`src/rtl/data_store.sv`:
```
// data_store: round-robin R/G/B word collector feeding a 2-entry FIFO.
// Each buffered word carries its target word address. The address wraps at
// ADDR_MAX, and frame_done pulses once when the last word of a frame is popped.
module data_store #(
    parameter int                ADDR_W   = 17,
    parameter logic [ADDR_W-1:0] ADDR_MAX = 17'd76799
) (
    input  logic              clk,
    input  logic              rst_,
    input  logic              en,
    input  logic [31:0]       r_data,
    input  logic              r_rts,
    output logic              r_rtr,
    input  logic [31:0]       g_data,
    input  logic              g_rts,
    output logic              g_rtr,
    input  logic [31:0]       b_data,
    input  logic              b_rts,
    output logic              b_rtr,
    output logic [31:0]       out_data,
    output logic              out_rts,
    input  logic              out_rtr,
    output logic [ADDR_W-1:0] mem_ptr,
    output logic              frame_done
);

    typedef enum logic [1:0] {
        SEL_R = 2'd0,
        SEL_G = 2'd1,
        SEL_B = 2'd2
    } sel_e;

    sel_e              sel_q, sel_d;
    logic [1:0]        count_q, count_d;
    logic [31:0]       head_data_q, head_data_d;   // drives out_data
    logic [ADDR_W-1:0] head_addr_q, head_addr_d;   // drives mem_ptr
    logic [31:0]       tail_data_q, tail_data_d;
    logic [ADDR_W-1:0] tail_addr_q, tail_addr_d;
    logic [ADDR_W-1:0] wr_addr_q, wr_addr_d;
    logic              out_rts_q, out_rts_d;
    logic              frame_done_q, frame_done_d;

    logic              room_s;
    logic              sel_rts_s;
    logic [31:0]       sel_data_s;
    logic              push_s;
    logic              pop_s;

    // Next channel in the fixed R -> G -> B -> R rotation.
    function automatic sel_e next_sel(input sel_e cur);
        case (cur)
            SEL_R:   next_sel = SEL_G;
            SEL_G:   next_sel = SEL_B;
            SEL_B:   next_sel = SEL_R;
            default: next_sel = SEL_R;
        endcase
    endfunction

    assign room_s = (count_q != 2'd2);
    assign r_rtr  = (sel_q == SEL_R) & room_s & ~en;
    assign g_rtr  = (sel_q == SEL_G) & room_s & ~en;
    assign b_rtr  = (sel_q == SEL_B) & room_s & ~en;

    // Route the currently selected producer to the FIFO write port.
    always_comb begin
        sel_rts_s  = 1'b0;
        sel_data_s = 32'd0;
        case (sel_q)
            SEL_R: begin
                sel_rts_s  = r_rts;
                sel_data_s = r_data;
            end
            SEL_G: begin
                sel_rts_s  = g_rts;
                sel_data_s = g_data;
            end
            SEL_B: begin
                sel_rts_s  = b_rts;
                sel_data_s = b_data;
            end
            default: begin
                sel_rts_s  = 1'b0;
                sel_data_s = 32'd0;
            end
        endcase
    end

    assign push_s = sel_rts_s & room_s & ~en;
    assign pop_s  = (count_q != 2'd0) & out_rtr;

    // Next-state logic for the FIFO, address counter, channel select and frame pulse.
    always_comb begin
        sel_d        = sel_q;
        count_d      = count_q;
        head_data_d  = head_data_q;
        head_addr_d  = head_addr_q;
        tail_data_d  = tail_data_q;
        tail_addr_d  = tail_addr_q;
        wr_addr_d    = wr_addr_q;
        frame_done_d = 1'b0;
        if (en) begin
            // Restart: drop buffered words but leave out_data/mem_ptr as they were.
            sel_d     = SEL_R;
            count_d   = 2'd0;
            wr_addr_d = {ADDR_W{1'b0}};
        end else begin
            frame_done_d = pop_s & (head_addr_q == ADDR_MAX);
            if (push_s) begin
                sel_d = next_sel(sel_q);
                if (wr_addr_q == ADDR_MAX) begin
                    wr_addr_d = {ADDR_W{1'b0}};
                end else begin
                    wr_addr_d = wr_addr_q + {{(ADDR_W-1){1'b0}}, 1'b1};
                end
            end else begin
                wr_addr_d = wr_addr_q;
            end
            case ({push_s, pop_s})
                2'b10: begin
                    if (count_q == 2'd0) begin
                        head_data_d = sel_data_s;
                        head_addr_d = wr_addr_q;
                    end else begin
                        tail_data_d = sel_data_s;
                        tail_addr_d = wr_addr_q;
                    end
                    count_d = count_q + 2'd1;
                end
                2'b01: begin
                    if (count_q == 2'd2) begin
                        head_data_d = tail_data_q;
                        head_addr_d = tail_addr_q;
                    end else begin
                        head_data_d = head_data_q;
                        head_addr_d = head_addr_q;
                    end
                    count_d = count_q - 2'd1;
                end
                2'b11: begin
                    // Only reachable with count==1: the new word replaces the departing head.
                    head_data_d = sel_data_s;
                    head_addr_d = wr_addr_q;
                end
                default: begin
                    count_d = count_q;
                end
            endcase
        end
        out_rts_d = (count_d != 2'd0);
    end

    // State registers with asynchronous clear.
    always_ff @(posedge clk or negedge rst_) begin
        if (!rst_) begin
            sel_q        <= SEL_R;
            count_q      <= 2'd0;
            head_data_q  <= 32'd0;
            head_addr_q  <= {ADDR_W{1'b0}};
            tail_data_q  <= 32'd0;
            tail_addr_q  <= {ADDR_W{1'b0}};
            wr_addr_q    <= {ADDR_W{1'b0}};
            out_rts_q    <= 1'b0;
            frame_done_q <= 1'b0;
        end else begin
            sel_q        <= sel_d;
            count_q      <= count_d;
            head_data_q  <= head_data_d;
            head_addr_q  <= head_addr_d;
            tail_data_q  <= tail_data_d;
            tail_addr_q  <= tail_addr_d;
            wr_addr_q    <= wr_addr_d;
            out_rts_q    <= out_rts_d;
            frame_done_q <= frame_done_d;
        end
    end

    assign out_data   = head_data_q;
    assign mem_ptr    = head_addr_q;
    assign out_rts    = out_rts_q;
    assign frame_done = frame_done_q;

endmodule

```
`config.mk`:
```
export PLATFORM = sky130hd
export DESIGN_NAME = data_store
export DESIGN_NICKNAME = d
export VERILOG_FILES = /design/src/rtl/data_store.sv
export SDC_FILE = /design/constraint.sdc
export NUM_CORES = 1
export LEC_CHECK = 0
export CAP_MARGIN = 10
export CORE_MARGIN = 5
export CORE_UTILIZATION = 65
export DETAILED_ROUTE_END_ITERATION = 16
export DONT_BUFFER_PORTS = 1
export GPL_ROUTABILITY_DRIVEN = 0
export PLACE_DENSITY = 0.85
export REMOVE_ABC_BUFFERS = 1
export SYNTH_ARGS = -nofsm -noshare
export SYNTH_HDL_FRONTEND = slang
export SYNTH_SLANG_ARGS = --single-unit
```
`constraint.sdc`:
```
create_clock -name clk -period 3.5 [get_ports clk]
set_input_delay 0.35 -clock clk [delete_from_list [all_inputs] [get_ports clk]]
set_output_delay 0.35 -clock clk [all_outputs]
set_load 0.01 [all_outputs]
```
==> impl_metrics.json <==
{
  "status": "finished, final reports clean",
  "antenna_found_initial": 0,
  "die-area_um2": 11200,
  "via_per_inst": 6.48,
  "critPathKind": "flop to flop",
  "power.internal_uw": 3250,
  "synth_top_family_by_area": "compound AO/OA/AOI/OAI gates",
  "wirelength_um": 14200,
  "hold_viol": 0,
  "fmax_mhz": 338,
  "grt_max_degree": 122,
  "vias": 4738,
  "root_buffer": "clkbuf_8",
  "dr.pass1.iters": 5,
  "drt_iter0_drc": 352,
  "critPathLaunchType": "flop",
  "ir_drop_uv": 380,
  "clkPwrFrac_pct": 31.7,
  "cts_tree": "built",
  "synth_xor_area_share_pct": 0.731,
  "num_rows": 35,
  "async_reset_ff_share_pct": 100,
  "coreArea_um2": 9110,
  "end_kind": "flop",
  "cap_violations": 0,
  "n_antenna_cell": 0,
  "cts_resized": 0,
  "fp.dieW_um": 106,
  "pwr-share-seq_pct": 43.6,
  "synth_compound_area_share_pct": 18.1,
  "portBuffers": 0,
  "crit_required_ns": 3.89,
  "finClkSkew_ns": 0.00760,
  "path_max_fanout": 45,
  "post-route-drc-count": 0,
  "layout_min_cycle_time_ns": 2.96,
  "min-delay-start": "en",
  "boundaryPins": 157,
  "fin_cells": 731,
  "fin_crit_sh_pct": 84.5,
  "synthesis.area_um2": 5990,
  "netlist.area_leader.share_pct": 50.6,
  "cts_setup_buffers": 0,
  "synth_cell_types": 45,
  "ff2ff_path_depth": 9,
  "grt_pass1_vias": 4595,
  "nNetsFinal": 714,
  "post-route-util_pct": 72.7,
  "p_total_uw": 5000,
  "syn_inst": 621,
  "clk_path_buf_depth": 2,
  "worst_slew_pin_slew_ns": 0.836,
  "synth_seq_cells": 121,
  "finalMaxSlewViolations": 0,
  "p_leak_uw": 0.00289,
  "cts_buffers": 17,
  "die_y_um": 106,
  "ys_top_cells_by_area": "dfrtp_1, mux2i_1, a21oi_1",
  "hp-class": "input pin to flop",
  "hold_buffers": 3,
  "drive_above_1_share_pct": 10.8,
  "worstHoldEndpoint": "wr_addr_q[4]",
  "areaGrowthSynthToFinish_pct": 10.6,
  "min_path_cells": 3,
  "net-switching-power_uw": 1750,
  "switching_share_pct": 35.0,
  "synth_edf_count": 0,
  "ant_nets": 0,
  "synth_top_area_cell": "dfrtp_1",
  "syn_avg_cell_area_um2": 9.64,
  "pwr-share-comb_pct": 24.7,
  "grt_first_pass_wirelength_um": 23200,
  "crit_arrival_ns": 3.35,
  "grt-ovfl-total": 0,
  "grt.total_usage_pct": 25.9,
  "synth_seq_area_share_pct": 50.6,
  "place_hpwl_um": 9320,
  "synthFlopType": "dfrtp_1",
  "reg2reg_from": "sel_q[1]",
  "yosys.area_share.simple_pct": 14.3,
  "p_per_area_nw_per_um2": 754,
  "rsz0062_at_grt": "no",
  "clock_sinks": 121,
  "rrSetupSlack_ns": 0.54,
  "maxSlewHeadroom_pct": 44.3,
  "setup_violations": 0,
  "yosysWarnings": 0,
  "clk_latency_ns": 0.51,
  "muxShareOfSynthArea_pct": 11.9,
  "worstReg2RegEnd": "tail_addr_q[3]",
  "place_inst": 696,
  "start_util_pct": 65.7,
  "htree_levels": 4,
  "path_clk_slew_ns": 0.06,
  "synth_adder_area_share_pct": 0.836,
  "wl_per_cell_um": 19.5
}
-- logic make-up (layout without fill, tap and decap cells) --
group | after synthesis | after routing
and+or+nand+nor | 192 | 192
AOI/OAI and AO/OA | 179 | 179
DFF | 121 | 121
muxes | 69 | 69
buffers and inverters | 51 | 50
xor gates and xnor gates | 5 | 5
adders and majority gates | 4 | 4
-- power by group through the flow --
stage          Sequential [uW]  Clock (uW)  Combinational (uW)
3_5_place_dp              2200           0                1190
5_1_grt                   2230        1670                1390
2_1_floorplan             2150           0                 933
6_report                  2180        1580                1230
4_1_cts                   2180        1600                1240
3_3_place_gp              2180           0                1130
-- cell usage after synthesis (3+ instances only) --
cell type  count
dfrtp_1      121
nor2_1        78
nand2_1       67
a21oi_1       66
o21ai_0       55
mux2i_1       51
a2bb2oi_1     31
clkbuf_1      28
mux2_2        18
buf_2         11
nand3_1       11
a31oi_1       10
nand4_1        8
inv_1          6
buf_1          5
nor3_1         5
a22o_1         4
ha_1           4
nor4_1         3
xor2_1         3
-- final cells by class --
type | count | area [um2]
Clock buffer | 19 | 422
Clock inverter | 13 | 123
Fill cell | 647 | 2480
Inverter | 6 | 22.5
Multi-Input combinational cell | 449 | 2760
Sequential cell | 121 | 3030
Tap cell | 111 | 139
Timing Repair Buffer | 12 | 128
-- worst max-delay path: stages (launching register included) --
cell       delay, ns
dfrtp_1         0.67
nor2b_2         0.28
o2bb2ai_2       0.21
nand2_1         0.18
inv_1           0.14
ha_1            0.18
o21ai_0         0.18
nor2_4          0.35
buf_12          0.27
mux2_2          0.37
-- flip-flops by register name, indices dropped and copies added, names as in the netlist --
signal       flops
out_rts          1
count_q          2
mem_ptr         17
tail_data_q     32
sel_q            2
tail_addr_q     17
frame_done       1
wr_addr_q       17
out_data        32
-- placed cells by master, fill, tap and decap left out, types with 10 or more instances in the layout --
| master | count |
|---|---|
| nor2_1 | 77 |
| nand3_1 | 11 |
| a31oi_1 | 10 |
| clkbuf_16 | 16 |
| mux2i_1 | 51 |
| o21ai_0 | 55 |
| mux2_2 | 18 |
| a21oi_1 | 66 |
| nand2_1 | 66 |
| a2bb2oi_1 | 31 |
| dfrtp_1 | 120 |
-- per-stage QoR --
stage	setup TNS (ns)	hold slack, ns	cell area, um2	setup slack [ns]
finish	0	0.0307	6620	0.543
global route	0	0.0544	6620	0.336
CTS	0	0.0148	6620	0.583
detailed placement	0	0.0574	6030	0.626
global placement	0	0.0576	6030	0.765
floorplan	-277.32	0.0544	5800	-2.95
-- layer usage --
metal | up-vias | track usage, % | share of wire (%)
met5 | - | 0 | 0
met4 | 0 | 9.34 | 2.3
met3 | 33 | 7.29 | 8.1
met2 | 214 | 43.7 | 51
met1 | 2306 | 31.9 | 39
li1 | 2185 | - | -
-- worst max path at each step --
stage,cells after the start,end,from,slack (ns)
global placement,9,tail_addr_q[2],sel_q[1],0.77
global route,10,out_data[5],sel_q[1],0.34
finish,9,tail_addr_q[3],sel_q[1],0.54
CTS,9,tail_addr_q[3],sel_q[1],0.58
detailed placement,9,tail_addr_q[3],sel_q[1],0.63
floorplan,8,mem_ptr[0],sel_q[0],-2.95
No activity file was read; power rests on OpenSTA's default activity.
